$ cat src/rtl/seq_divider.sv
// seq_divider: sequential restoring divider, WIDTH steps per operation with a one-cycle done pulse.
// Define SEQ_DIVIDER_SIGNED_EN for two's-complement operands (magnitude divide plus sign fix-up).
module seq_divider #(
  parameter int WIDTH = 4
) (
  input  logic             clk,
  input  logic             rst,
  input  logic             start,
  input  logic [WIDTH-1:0] dividend,
  input  logic [WIDTH-1:0] divisor,
  output logic             busy,
  output logic             done,
  output logic [WIDTH-1:0] quotient,
  output logic [WIDTH-1:0] remainder,
  output logic             div_by_zero
);
  localparam int CW = $clog2(WIDTH);
  typedef enum logic [1:0] {IDLE, RUN, DONE} state_t;
  state_t state_q, state_d;
  logic [CW-1:0] cnt_q, cnt_d;
  logic [WIDTH-1:0] p_q, p_d, q_q, q_d, d_q, d_d, n_q, n_d;
  logic [WIDTH-1:0] quo_q, quo_d, rem_q, rem_d;
  logic [WIDTH-1:0] a_mag, b_mag, diff, p_nx, q_nx, q_fin, r_fin;
  logic [WIDTH:0] p_sh;
  logic dbz_q, dbz_d, accept, last, ge, dz;
  assign accept = start && state_q != RUN;
  assign last = cnt_q == CW'(WIDTH - 1);
  assign dz = d_q == '0;
  assign p_sh = {p_q, q_q[WIDTH-1]};
  assign ge = p_sh >= {1'b0, d_q};
  // Compare is WIDTH+1 bits; when ge the true difference is below the divisor, so WIDTH bits hold it exactly.
  assign diff = p_sh[WIDTH-1:0] - d_q;
  assign p_nx = ge ? diff : p_sh[WIDTH-1:0];
  assign q_nx = {q_q[WIDTH-2:0], ge};
`ifdef SEQ_DIVIDER_SIGNED_EN
  logic sd_q;
  always_ff @(posedge clk or posedge rst)
    if (rst) sd_q <= 1'b0;
    else if (accept) sd_q <= divisor[WIDTH-1];
  assign a_mag = dividend[WIDTH-1] ? -dividend : dividend;
  assign b_mag = divisor[WIDTH-1] ? -divisor : divisor;
  assign q_fin = dz ? '1 : (n_q[WIDTH-1] ^ sd_q) ? -q_nx : q_nx;
  assign r_fin = dz ? n_q : n_q[WIDTH-1] ? -p_nx : p_nx;
`else
  assign a_mag = dividend;
  assign b_mag = divisor;
  assign q_fin = dz ? '1 : q_nx;
  assign r_fin = dz ? n_q : p_nx;
`endif
  always_comb begin
    state_d = state_q;
    cnt_d = cnt_q;
    p_d = p_q;
    q_d = q_q;
    d_d = d_q;
    n_d = n_q;
    quo_d = quo_q;
    rem_d = rem_q;
    dbz_d = dbz_q;
    if (accept) begin
      state_d = RUN;
      cnt_d = '0;
      p_d = '0;
      q_d = a_mag;
      d_d = b_mag;
      n_d = dividend;
    end else if (state_q == RUN) begin
      cnt_d = cnt_q + CW'(1);
      p_d = p_nx;
      q_d = q_nx;
      if (last) begin
        state_d = DONE;
        quo_d = q_fin;
        rem_d = r_fin;
        dbz_d = dz;
      end
    end else if (state_q == DONE) begin
      state_d = IDLE;
    end
  end
  always_ff @(posedge clk or posedge rst)
    if (rst) begin
      state_q <= IDLE;
      cnt_q <= '0;
      p_q <= '0;
      q_q <= '0;
      d_q <= '0;
      n_q <= '0;
      quo_q <= '0;
      rem_q <= '0;
      dbz_q <= 1'b0;
    end else begin
      state_q <= state_d;
      cnt_q <= cnt_d;
      p_q <= p_d;
      q_q <= q_d;
      d_q <= d_d;
      n_q <= n_d;
      quo_q <= quo_d;
      rem_q <= rem_d;
      dbz_q <= dbz_d;
    end
  assign busy = state_q == RUN;
  assign done = state_q == DONE;
  assign quotient = quo_q;
  assign remainder = rem_q;
  assign div_by_zero = dbz_q;
endmodule

$ cat config.mk
export PLATFORM = sky130hd
export DESIGN_NAME = seq_divider
export DESIGN_NICKNAME = d
export VERILOG_FILES = /design/src/rtl/seq_divider.sv
export SDC_FILE = /design/constraint.sdc
export NUM_CORES = 1
export LEC_CHECK = 0
export ABC_AREA = 1
export BUFFER_PORTS_ARGS = -buffer_cell sky130_fd_sc_hd__buf_2
export CORE_MARGIN = 2
export CORE_UTILIZATION = 45
export CTS_CLUSTER_SIZE = 20
export DETAILED_ROUTE_END_ITERATION = 16
export GPL_TIMING_DRIVEN = 1
export PLACE_DENSITY = 0.68
export SLEW_MARGIN = 15
export SYNTH_ARGS = -nofsm -noshare
export SYNTH_HDL_FRONTEND = slang
export SYNTH_SLANG_ARGS = --single-unit
$ cat constraint.sdc
create_clock -name clk -period 1.4 [get_ports clk]
set_clock_uncertainty 0.05 [all_clocks]
set_input_delay 0.42 -clock clk [delete_from_list [all_inputs] [get_ports clk]]
set_output_delay 0.42 -clock clk [all_outputs]
set_load 0.01 [all_outputs]
==> results.yml <==
status:
  outcome: "complete, but fails checks"
  violations: "setup timing"
global_route:
  grt_pass1_vias: 1288
  antenna_found_initial: 0
  grtUsageTotal_pct: 22.3
  grt_pass1_wl_um: 5690
  grt_max_degree: 30
  gr-total-overflow: 0
synthesis:
  synth_top_area_share_pct: 51.6
  synthTopCellsByArea: "dfrtp_1 52%, nand2_1 14%, ha_1 6.2%"
  syn_avg_cell_area_um2: 8.96
  yosysSeqAreaShare_pct: 51.6
  syn_area_um2: 1410
  syn_nets: 176
  ys_ff_latch: 29
  yosysWarningCount: 0
  yosysUniqueCellTypes: 24
  synth_area_leader_cell: "dfrtp_1"
  syn_inst: 157
timing:
  rsz0062_at_grt: "true"
  report.final.slew_viol_count: 0
  period_needed_ps: 1570
  slew_headroom_pct: 74.0
  tns_ps: -1340
  hold_violations: 0
  setup_violations: 12
  fmax_mhz: 639
  fin_crit_sh_pct: 112
  worstMarginPinSlew_ps: 390
  finalWorstSetupSlack_ps: -166
power:
  leakage_nw: 1.06
  fin_total_pwr_mw: 6.20
  vdd_ir_drop_max_uv: 1700
  cellPowerDensity_nw_per_um2: 2970
route:
  drt-total-wl_um: 3570
  viasPerCell: 5.20
  postRouteAntennaNets: 0
  drt_iter0_markers: 46
  drcViolationCount: 0
  drtPass1Iterations: 4
  wl_per_cell_um: 14.6
  vias: 1274
die:
  die_w_um: 59.9
  core.rowCount: 20
  coreArea_um2: 3000
  die_y_um: 59.9
  start_util_pct: 46.8
  io_pins: 22
  dieArea_um2: 3590
critical_path:
  crit_start: "state_q[1]$_DFFE_PP0P_"
  r2r_start: "q_q[3]$_DFFE_PP0P_"
  cp_max_fo: 2
  end_kind: "output pin"
  required_ps: 930
  path_class: "register to output pin"
  arrival_ps: 1100
  rrSetupSlack_ps: -150
  cp-start-kind: "register"
cells_and_area:
  area_growth_pct: 48.5
  diodes: 0
  layout.nets: 230
  drive_gt1_share_pct: 52.8
worst_hold_path:
  hold_path_class: "input port to asynchronous set/reset pin"
clock_tree:
  clk_pin_slew_ps: 110
  h-tree-depth: 2
  tritoncts: "built"
  clock-sinks: 29
  cts_root_buffer: "clkbuf_4"
  numCtsBuffers: 5
  clkLatencyLatePin_ps: 330
  clockBufferDepth: 2
  ctsHoldBuffers: 0
place:
  dp_hpwl_um: 2310
  numPortBuffers: 21
  gp_congestion: 0.903
flow_run:
  cap_violations: 0
==> Yosys cell counts <==
master / count
dfrtp_1: 29
nor2_2: 1
ha_1: 7
nand3b_1: 2
xnor2_1: 1
inv_1: 13
nand3_1: 15
a31oi_1: 1
nand2_2: 4
inv_2: 3
nand2_4: 2
o22a_1: 3
clkinv_1: 1
buf_2: 2
fa_1: 1
a22oi_1: 4
nand2_1: 51
o32ai_1: 1
nor2_1: 8
o21ai_0: 2
a22o_1: 1
o21ai_1: 3
a21oi_2: 1
nor2_4: 1
==> per-layer routing <==
metal / routed length [um] / up-vias / track usage (%)
met5: 0 / - / 0
met4: 58 / 0 / 11.1
met3: 124 / 7 / 6.71
met2: 1870 / 28 / 36.3
met1: 1520 / 623 / 26.7
li1: - / 616 / -
==> kinds of logic (layout without fill, tap and decap cells) <==
group,count (synthesis),count (layout),share of synthesized area [%]
AO/OA/AOI/OAI,16,16,8.10
XOR/XNOR,1,1,0.623
adder cells (fa/ha/maj),8,8,7.65
buffers and inverters,19,73,5.25
flip-flops,29,29,51.6
AND/OR/NAND/NOR,84,85,26.8
==> final cells by class <==
cell class / instances / area, um2
sequential: 29 / 726
clock buffer: 6 / 41.3
multi-input combinational: 110 / 850
fill: 234 / 915
timing repair buffer: 48 / 353
tap: 33 / 41.3
clock inverter: 2 / 10.0
inverter: 17 / 67.6
==> timing repair <==
item,4_1_cts,5_1_grt
pin swaps,12,13
endpoints found under the setup margin,19,31
gates cloned,1,1
buffers inserted,7,3
gates resized for setup,38,26
==> flip-flops by register name (all words and copies together), names as in the netlist <==
| register | flops |
|---|---|
| state_q | 2 |
| quotient | 4 |
| div_by_zero | 1 |
| cnt_q | 2 |
| p_q | 4 |
| remainder | 4 |
| q_q | 4 |
| n_q | 4 |
| d_q | 4 |
==> stage by stage <==
stage | instances | hold slack [ps] | instance area [um2] | worst slack [ps] | utilization [%]
after floorplan | 157 | 393 | 1430 | -45.3 | -
after global placement | 225 | 410 | 1690 | -155 | 56.2
after detailed placement | 225 | 410 | 1690 | -209 | 56.2
after CTS | 241 | 96.3 | 1960 | -168 | 65.4
after global routing | 245 | 122 | 2090 | -218 | 69.5
final | 245 | 90.3 | 2090 | -166 | 69.5
==> where the power goes <==
group / internal, mW / total (mW) / leakage (nW) / switching [mW]
Combinational: 1.97 / 4.18 / 0.670 / 2.21
Sequential: 1.25 / 1.52 / 0.357 / 0.275
Clock: 0.191 / 0.497 / 0.0320 / 0.306
Total: 3.41 / 6.20 / 1.06 / 2.79
==> placed cells by master, fill, tap and decap left out <==
cell,netlist,routed
a21oi_4,0,1
nand3_2,0,9
nor2_1,8,5
nand2_2,4,13
inv_2,3,11
clkbuf_1,0,1
nor2_4,1,5
nand2_1,51,38
a22oi_1,4,4
nand3_1,15,6
ha_1,7,2
clkbuf_4,0,5
nor2_2,1,1
o21ai_0,2,1
buf_2,2,20
buf_6,0,8
clkinv_2,0,3
ha_4,0,5
fa_2,0,1
buf_12,0,1
buf_4,0,19
o32ai_2,0,1
inv_1,13,4
inv_4,0,1
a31oi_4,0,1
nand2_8,0,1
dfrtp_1,29,29
xnor2_2,0,1
a22o_1,1,1
nand2_4,2,5
o22a_1,3,3
o21ai_1,3,4
nand3b_1,2,2
==> final timing paths <==
kind                                            end  cells after the start
max                                            busy                      3
min                              d_q[2]$_DFFE_PP0P_                      3
max reg2reg                remainder[2]$_DFFE_PP0P_                      8
min reg2reg                      n_q[3]$_DFFE_PP0P_                      2
max in group asynchronous   quotient[1]$_DFFE_PP0P_                      3
min in group clk                 d_q[2]$_DFFE_PP0P_                      3
==> worst max-delay path, stage by stage (launching register included) <==
cell,delay [ps]
dfrtp_1,420
inv_2,70
ha_4,170
buf_6,110
No activity file was read; power rests on OpenSTA's default activity.
